--- src/rtl/pio_pkg.sv ---
// Shared definitions for the PIO host bridge: action codes (same encoding as the PIO core),
// register offsets, bridge FSM states and the decoder result record.
package pio_pkg;

  typedef enum logic [3:0] {
    ActNone  = 4'd0,
    ActInstr = 4'd1,
    ActPend  = 4'd2,
    ActPull  = 4'd3,
    ActPush  = 4'd4,
    ActGrps  = 4'd5,
    ActEn    = 4'd6,
    ActDiv   = 4'd7,
    ActSides = 4'd8,
    ActImm   = 4'd9,
    ActShift = 4'd10
  } pio_action_e;

  localparam logic [5:0] OffPend    = 6'h20;
  localparam logic [5:0] OffPull    = 6'h21;
  localparam logic [5:0] OffPush    = 6'h22;
  localparam logic [5:0] OffGrps    = 6'h23;
  localparam logic [5:0] OffEn      = 6'h24;
  localparam logic [5:0] OffDiv     = 6'h25;
  localparam logic [5:0] OffImm     = 6'h26;
  localparam logic [5:0] OffShift   = 6'h27;
  localparam logic [5:0] OffVersion = 6'h28;
  localparam logic [5:0] OffStatus  = 6'h29;

  typedef enum logic [2:0] {
    StIdle,
    StCheck,
    StIssue,
    StCapture,
    StResp
  } bridge_state_e;

  typedef struct packed {
    pio_action_e action;
    logic        is_read;
    logic        needs_tx_space;
    logic        needs_rx_data;
    logic        is_status;
    logic        err;
  } bridge_decode_t;

endpackage

--- src/rtl/pio_bridge_decode.sv ---
// Combinational register-offset decoder: maps a latched offset/direction to the PIO action
// and the checks the bridge FSM must apply before issuing it.
module pio_bridge_decode
  import pio_pkg::*;
(
  input  logic           we,
  input  logic [5:0]     offset,
  output bridge_decode_t dec
);

  pio_action_e act;
  logic        write_reg;
  logic        known;
  logic        status;

  always_comb begin
    act       = ActNone;
    write_reg = 1'b1;
    known     = 1'b1;
    status    = 1'b0;
    if (!offset[5]) begin
      act = ActInstr;
    end else begin
      case (offset)
        OffPend:    act = ActPend;
        OffPull: begin
          act       = ActPull;
          write_reg = 1'b0;
        end
        OffPush:    act = ActPush;
        OffGrps:    act = ActGrps;
        OffEn:      act = ActEn;
        OffDiv:     act = ActDiv;
        OffImm:     act = ActImm;
        OffShift:   act = ActShift;
        OffVersion: write_reg = 1'b0;
        OffStatus: begin
          write_reg = 1'b0;
          status    = 1'b1;
        end
        default:    known = 1'b0;
      endcase
    end

    dec     = '0;
    dec.err = !known || (we != write_reg);
    if (!dec.err) begin
      dec.action         = act;
      dec.is_read        = !write_reg && !status;
      dec.needs_tx_space = (act == ActPush);
      dec.needs_rx_data  = (act == ActPull);
      dec.is_status      = status;
    end
  end

endmodule

--- src/rtl/pio_host_bridge.sv ---
// Valid/ready register bus to PIO action-strobe bridge with read-data response channel.
// Optional feature: define PIO_BRIDGE_BLOCKING_EN to wait (bounded) for FIFO space/data.
module pio_host_bridge
  import pio_pkg::*;
#(
  parameter int unsigned NUM_MACHINES   = 4,
  parameter int unsigned TIMEOUT_CYCLES = 1024
) (
  input  logic                    clk,
  input  logic                    reset,
  input  logic                    cmd_valid,
  output logic                    cmd_ready,
  input  logic                    cmd_we,
  input  logic [7:0]              cmd_addr,
  input  logic [31:0]             cmd_wdata,
  output logic                    rsp_valid,
  output logic [31:0]             rsp_rdata,
  output logic                    rsp_err,
  output logic [3:0]              pio_action,
  output logic [1:0]              pio_mindex,
  output logic [4:0]              pio_index,
  output logic [31:0]             pio_din,
  input  logic [31:0]             pio_dout,
  input  logic [NUM_MACHINES-1:0] pio_tx_full,
  input  logic [NUM_MACHINES-1:0] pio_rx_empty
);

  if (NUM_MACHINES != 4 || TIMEOUT_CYCLES < 1) begin : g_bad_params
    $error("pio_host_bridge: NUM_MACHINES must be 4 and TIMEOUT_CYCLES >= 1");
  end

  bridge_state_e  state_q, state_d;
  logic           cmd_ready_q;
  logic           we_q;
  logic [7:0]     addr_q;
  logic [31:0]    wdata_q;
  bridge_decode_t dec;
  logic           accept;
  logic           fifo_ok;
  logic [1:0]     mach;

  logic           rsp_valid_q;
  logic [31:0]    rsp_rdata_q, rsp_rdata_d;
  logic           rsp_err_q, rsp_err_d;
  logic [3:0]     act_q, act_d;
  logic [1:0]     mindex_q, mindex_d;
  logic [4:0]     index_q, index_d;
  logic [31:0]    din_q, din_d;

`ifdef PIO_BRIDGE_BLOCKING_EN
  localparam logic [15:0] WaitLimit = 16'(TIMEOUT_CYCLES - 1);
  logic [15:0] wait_q, wait_d;
`endif

  assign accept = cmd_valid && cmd_ready_q;
  assign mach   = addr_q[7:6];

  pio_bridge_decode u_decode (
    .we     (we_q),
    .offset (addr_q[5:0]),
    .dec    (dec)
  );

  // Only the addressed machine's flag matters, even if other flags toggle this cycle.
  assign fifo_ok = !(dec.needs_tx_space && pio_tx_full[mach]) &&
                   !(dec.needs_rx_data && pio_rx_empty[mach]);

  always_comb begin
    state_d     = state_q;
    rsp_rdata_d = '0;
    rsp_err_d   = 1'b0;
    act_d       = ActNone;
    mindex_d    = '0;
    index_d     = '0;
    din_d       = '0;
`ifdef PIO_BRIDGE_BLOCKING_EN
    wait_d      = wait_q;
`endif
    case (state_q)
      StIdle: begin
        if (accept) begin
          state_d = StCheck;
`ifdef PIO_BRIDGE_BLOCKING_EN
          wait_d  = '0;
`endif
        end
      end
      StCheck: begin
        if (dec.err || dec.is_status) begin
          state_d     = StResp;
          rsp_err_d   = dec.err;
          rsp_rdata_d = dec.is_status ? 32'({pio_rx_empty, pio_tx_full}) : '0;
        end else if (fifo_ok) begin
          state_d = StIssue;
        end else begin
`ifdef PIO_BRIDGE_BLOCKING_EN
          if (wait_q >= WaitLimit) begin
            state_d   = StResp;
            rsp_err_d = 1'b1;
          end else begin
            wait_d = wait_q + 16'd1;
          end
`else
          state_d   = StResp;
          rsp_err_d = 1'b1;
`endif
        end
      end
      StIssue:   state_d = StCapture;
      StCapture: begin
        // PIO drove dout at the end of ISSUE; VERSION reads see the idle dout value.
        state_d     = StResp;
        rsp_rdata_d = dec.is_read ? pio_dout : '0;
      end
      StResp:    state_d = StIdle;
      default:   state_d = StIdle;
    endcase

    if (state_d == StIssue) begin
      act_d    = dec.action;
      mindex_d = (dec.action == ActInstr) ? 2'd0 : addr_q[7:6];
      index_d  = (dec.action == ActInstr) ? addr_q[4:0] : 5'd0;
      din_d    = we_q ? wdata_q : '0;
    end
  end

  always_ff @(posedge clk or posedge reset) begin
    if (reset) begin
      state_q     <= StIdle;
      cmd_ready_q <= 1'b0;
      we_q        <= 1'b0;
      addr_q      <= '0;
      wdata_q     <= '0;
      rsp_valid_q <= 1'b0;
      rsp_rdata_q <= '0;
      rsp_err_q   <= 1'b0;
      act_q       <= ActNone;
      mindex_q    <= '0;
      index_q     <= '0;
      din_q       <= '0;
    end else begin
      state_q     <= state_d;
      cmd_ready_q <= (state_d == StIdle);
      if (accept) begin
        we_q    <= cmd_we;
        addr_q  <= cmd_addr;
        wdata_q <= cmd_wdata;
      end
      rsp_valid_q <= (state_d == StResp);
      rsp_rdata_q <= rsp_rdata_d;
      rsp_err_q   <= rsp_err_d;
      act_q       <= act_d;
      mindex_q    <= mindex_d;
      index_q     <= index_d;
      din_q       <= din_d;
    end
  end

`ifdef PIO_BRIDGE_BLOCKING_EN
  always_ff @(posedge clk or posedge reset) begin
    if (reset) begin
      wait_q <= '0;
    end else begin
      wait_q <= wait_d;
    end
  end
`endif

  assign cmd_ready  = cmd_ready_q;
  assign rsp_valid  = rsp_valid_q;
  assign rsp_rdata  = rsp_rdata_q;
  assign rsp_err    = rsp_err_q;
  assign pio_action = act_q;
  assign pio_mindex = mindex_q;
  assign pio_index  = index_q;
  assign pio_din    = din_q;

endmodule
--- config.mk ---
export PLATFORM = sky130hd
export DESIGN_NAME = pio_host_bridge
export DESIGN_NICKNAME = d
export VERILOG_FILES = /design/src/rtl/pio_pkg.sv /design/src/rtl/pio_bridge_decode.sv /design/src/rtl/pio_host_bridge.sv
export SDC_FILE = /design/constraint.sdc
export NUM_CORES = 1
export LEC_CHECK = 0
export CELL_PAD_IN_SITES_DETAIL_PLACEMENT = 0
export CELL_PAD_IN_SITES_GLOBAL_PLACEMENT = 2
export CORE_ASPECT_RATIO = 1.25
export CORE_MARGIN = 1.5
export CORE_UTILIZATION = 26
export DETAILED_ROUTE_END_ITERATION = 8
export PLACE_DENSITY_LB_ADDON = 0.1
export REMOVE_ABC_BUFFERS = 1
export SKIP_LAST_GASP = 1
export SYNTH_ARGS = -nofsm -noshare
export SYNTH_HDL_FRONTEND = slang
export SYNTH_SLANG_ARGS = --single-unit
--- constraint.sdc ---
create_clock -name clk -period 3.8 [get_ports clk]
set_input_delay 0.57 -clock clk [delete_from_list [all_inputs] [get_ports clk]]
set_output_delay 0.57 -clock clk [all_outputs]
set_load 0.02 [all_outputs]
==> qor.txt <==
WORST SETUP PATH
--------------------------------------------------------------------------------------
Critical path depth in cells                                                         4
Worst path top cell family by delay                                       compound AO/OA/AOI/OAI gates
Slowest library cell on the worst path                                    sky130_fd_sc_hd__o21ai_4
Slowest Stage Delay on Critical Path                                           0.97 ns
Required time at the worst-slack endpoint                                      4.03 ns
Endpoint type of the worst setup path                                         register
Cells traversed along the worst timing path                               o21ai_0, and3_1, o21ai_4, nor4_1
Setup crit start kind                                                         register
Crit path buf inv count                                                              0
Type of the worst setup path                                              register to register
Biggest fanout along the worst timing path                                          44
Register-to-Register Path Depth                                                      4
Worst Path Arrival                                                             2.53 ns

CELLS AND AREA
--------------------------------------------------------------------------------------
Nets                                                                               580
Ant. Diodes                                                                          0
Layout cells sized above 1                                                       0.173
Synthesis-to-finish area growth                                                  53.2%
Layout Cells excl Fill                                                             733

CLOCK TREE
--------------------------------------------------------------------------------------
Later-pin clock latency in the skew report                                     0.41 ns
Longest Clk Path Bufs                                                                2
Clock slew at the register clock pins of the worst setup and hold paths        0.05 ns
H-tree lvl count                                                                     4
Master cell of the clock root buffer                                      sky130_fd_sc_hd__clkbuf_16
Hold-fix buffers, CTS                                                                0
Post CTS Setup Buffer Count                                                          0
TritonCTS clock tree                                                               yes
CTS sink cnt                                                                       122
Resize count post-CTS                                                                0
Number of CTS-inserted buffers                                                      17

SYNTH
--------------------------------------------------------------------------------------
Top-area cell type share of the netlist area                                     0.665
Biggest area consumer among synthesized cells                             sky130_fd_sc_hd__dfrtp_1
Flip-flop cell with the highest count after synthesis                     sky130_fd_sc_hd__dfrtp_1
Post-synth EDFFs                                                                     0
Synthesized instance count                                                         336
Yosys warning count                                                                  0
Synth Cell Area                                                               4590 um2
Count of state elements after synthesis                                            122
Yosys cell types                                                                    37
Post-Syn Area per Cell                                                        13.7 um2
Sequential element share of the synthesized area                                 0.665
Share of synthesized flip-flops with an asynchronous set or reset                 1.00
Largest cells by area after synthesis                                     sky130_fd_sc_hd__dfrtp_1, sky130_fd_sc_hd__mux2_2, sky130_fd_sc_hd__nor3_1

TIMING
--------------------------------------------------------------------------------------
Shortest clock period the worst path allows after layout                       2.30 ns
Timing-limited maximum frequency                                               434 MHz
Worst Tran Pin Value                                                           1.26 ns
Setup Skew                                                                  0.00771 ns
Worst rel slew slack                                                             0.159
Count of endpoints failing setup in the final report                                 0
Final number of hold-violating endpoints                                             0
Setup repair after global routing missed its margin                              false
Worst Slack Setup Final                                                        1.50 ns
Post-route fraction of the period consumed by the critical path                  0.606
Final Max Slew Viols                                                                 0
Tightest hold margin                                                          0.462 ns

PWR
--------------------------------------------------------------------------------------
Static leakage                                                              0.00299 uW
Maximum vdd drop                                                                272 uV
Total power per unit cell area                                              649 nW/um2

DRT
--------------------------------------------------------------------------------------
Met1 Routed Length                                                             5.38 mm
Antenna-violating nets left                                                          0
Met2 routed WL                                                                 5.61 mm
Top Metal Used                                                                    met4
Total iterations of the first detailed-routing run                                   4
DRC Markers                                                                          0
Count of routing violations after the opening detailed-route iteration              98
Total met3 wirelength after detailed routing                                   1.06 mm
Via total after detailed routing                                                  3224
Overall routed net length                                                      12.2 mm
Via-to-Cell Ratio                                                                 4.40
Per-cell routed wire length                                                    16.6 um

FLOW RUN
--------------------------------------------------------------------------------------
Max-cap violations                                                                   0

FLOORPLAN
--------------------------------------------------------------------------------------
I/O pin total                                                                      162
Height of the chip                                                              152 um
Cell row count                                                                      54
Horizontal die dimension                                                        122 um
Die footprint                                                                18500 um2
Initial cell density of the core                                                 0.264
Core Area                                                                    17400 um2

GLOBAL ROUTE
--------------------------------------------------------------------------------------
Wire length of the first global-routing pass                                   19.0 mm
Global route total overflow                                                          0
Number of antenna violations at the first check in global routing                    0
Pin count of the biggest net entering global routing                                96
Number of global-route vias before repair                                         3410
Global-route usage over all layers                                               0.137

HOLD PATH
--------------------------------------------------------------------------------------
Depth of the worst hold-timing path                                                  1
Classification of the worst-slack hold path                               register to register

PLACE
--------------------------------------------------------------------------------------
Final estimated routing congestion in global placement                           0.686
Port-buffer cells                                                                  161
Pre-CTS setup slack                                                            1.17 ns
Number of placed instances, taps included                                          701
Placed wire-length estimate after detailed placement                           7.90 mm

STATUS
--------------------------------------------------------------------------------------
Run status                                                                finished, final reports clean

per-stage QoR:
step | total power (uW) | instance area, um2 | util | setup TNS (ns)
floorplan | 2520 | 4470 | - | -1.53
global placement | 2970 | 6430 | 0.371 | 0
detailed placement | 3000 | 6430 | 0.371 | 0
CTS | 4640 | 7030 | 0.405 | 0
global route | 4850 | 7030 | 0.405 | 0
finish | 4560 | 7030 | 0.405 | 0
cells in the mapped netlist (3+ instances only):
| cell | number |
|---|---|
| sky130_fd_sc_hd__dfrtp_1 | 122 |
| sky130_fd_sc_hd__mux2_2 | 41 |
| sky130_fd_sc_hd__nor3_1 | 35 |
| sky130_fd_sc_hd__nand3_1 | 34 |
| sky130_fd_sc_hd__and2_1 | 24 |
| sky130_fd_sc_hd__buf_2 | 11 |
| sky130_fd_sc_hd__clkbuf_1 | 9 |
| sky130_fd_sc_hd__a22o_1 | 8 |
| sky130_fd_sc_hd__nand2_1 | 5 |
| sky130_fd_sc_hd__nor3b_1 | 5 |
| sky130_fd_sc_hd__buf_1 | 4 |
| sky130_fd_sc_hd__nor2_1 | 4 |
| sky130_fd_sc_hd__nor2b_1 | 3 |
sequential cells by signal (all words and copies together) (netlist names):
signal / cells
pio_index: 5
wdata_q: 32
state_q: 3
rsp_err: 1
cmd_ready: 1
we_q: 1
rsp_valid: 1
pio_action: 4
addr_q: 8
pio_mindex: 2
pio_din: 32
rsp_rdata: 32
cell families after synthesis:
kind of cell           synth area share
AO/OA/AOI/OAI                    0.0371
flip-flops                        0.665
XOR/XNOR                        0.00382
AND/OR/NAND/NOR                   0.156
multiplexers                      0.110
buffers and inverters            0.0275
power breakdown:
| part | switching (uW) | internal, uW |
|---|---|---|
| logic | 544 | 574 |
| clock network | 572 | 1040 |
| registers | 234 | 1600 |
cell type report:
type / instances / area (um2)
clock buffer: 20 / 447
sequential: 122 / 3050
timing repair buffer: 167 / 1670
tap: 224 / 280
inverter: 1 / 6.26
fill: 1682 / 10300
multi-input combinational: 187 / 1430
clock inverter: 12 / 149
path summary, 6_finish.rpt:
path | slack [ns] | endpoint | from
max | 1.50 | pio_action[3] | addr_q[5]
min | 0.46 | state_q[0] | state_q[0]
max reg2reg | 1.50 | pio_action[3] | addr_q[5]
min reg2reg | 0.46 | state_q[0] | state_q[0]
max in group asynchronous | 2.45 | pio_din[27] | reset
min in group asynchronous | 0.52 | rsp_rdata[23] | reset
routing by layer:
layer / vias up / track usage
met1: 1580 / 0.174
met5: - / 0
met2: 128 / 0.214
met4: 0 / 0.0424
met3: 9 / 0.0558
li1: 1507 / -
placed cells by master (no fill, tap or decap), types with 2 or more instances in the layout:
cell type,count
sky130_fd_sc_hd__o41a_1,2
sky130_fd_sc_hd__dfrtp_1,122
sky130_fd_sc_hd__mux2_2,41
sky130_fd_sc_hd__clkinvlp_4,4
sky130_fd_sc_hd__and2_1,24
sky130_fd_sc_hd__clkbuf_1,2
sky130_fd_sc_hd__mux4_2,2
sky130_fd_sc_hd__a22o_1,8
sky130_fd_sc_hd__and3_1,2
sky130_fd_sc_hd__nand2b_1,2
sky130_fd_sc_hd__nand2_1,4
sky130_fd_sc_hd__bufinv_16,3
sky130_fd_sc_hd__xnor2_1,2
sky130_fd_sc_hd__clkbuf_16,17
sky130_fd_sc_hd__buf_4,5
sky130_fd_sc_hd__nor2b_1,3
sky130_fd_sc_hd__clkdlybuf4s50_1,161
sky130_fd_sc_hd__clkinv_2,4
sky130_fd_sc_hd__a2111oi_1,2
sky130_fd_sc_hd__nand3_1,34
sky130_fd_sc_hd__nor3b_1,5
sky130_fd_sc_hd__nor3_1,35
sky130_fd_sc_hd__nor2_1,4
worst register-to-register path: cells and delay by family, from the launching register on:
family,cells,cell delay [ns]
AO/OA/AOI/OAI,2,1.11
flip-flops,1,0.59
AND/OR/NAND/NOR,2,0.43
No activity file was read; power rests on OpenSTA's default activity.
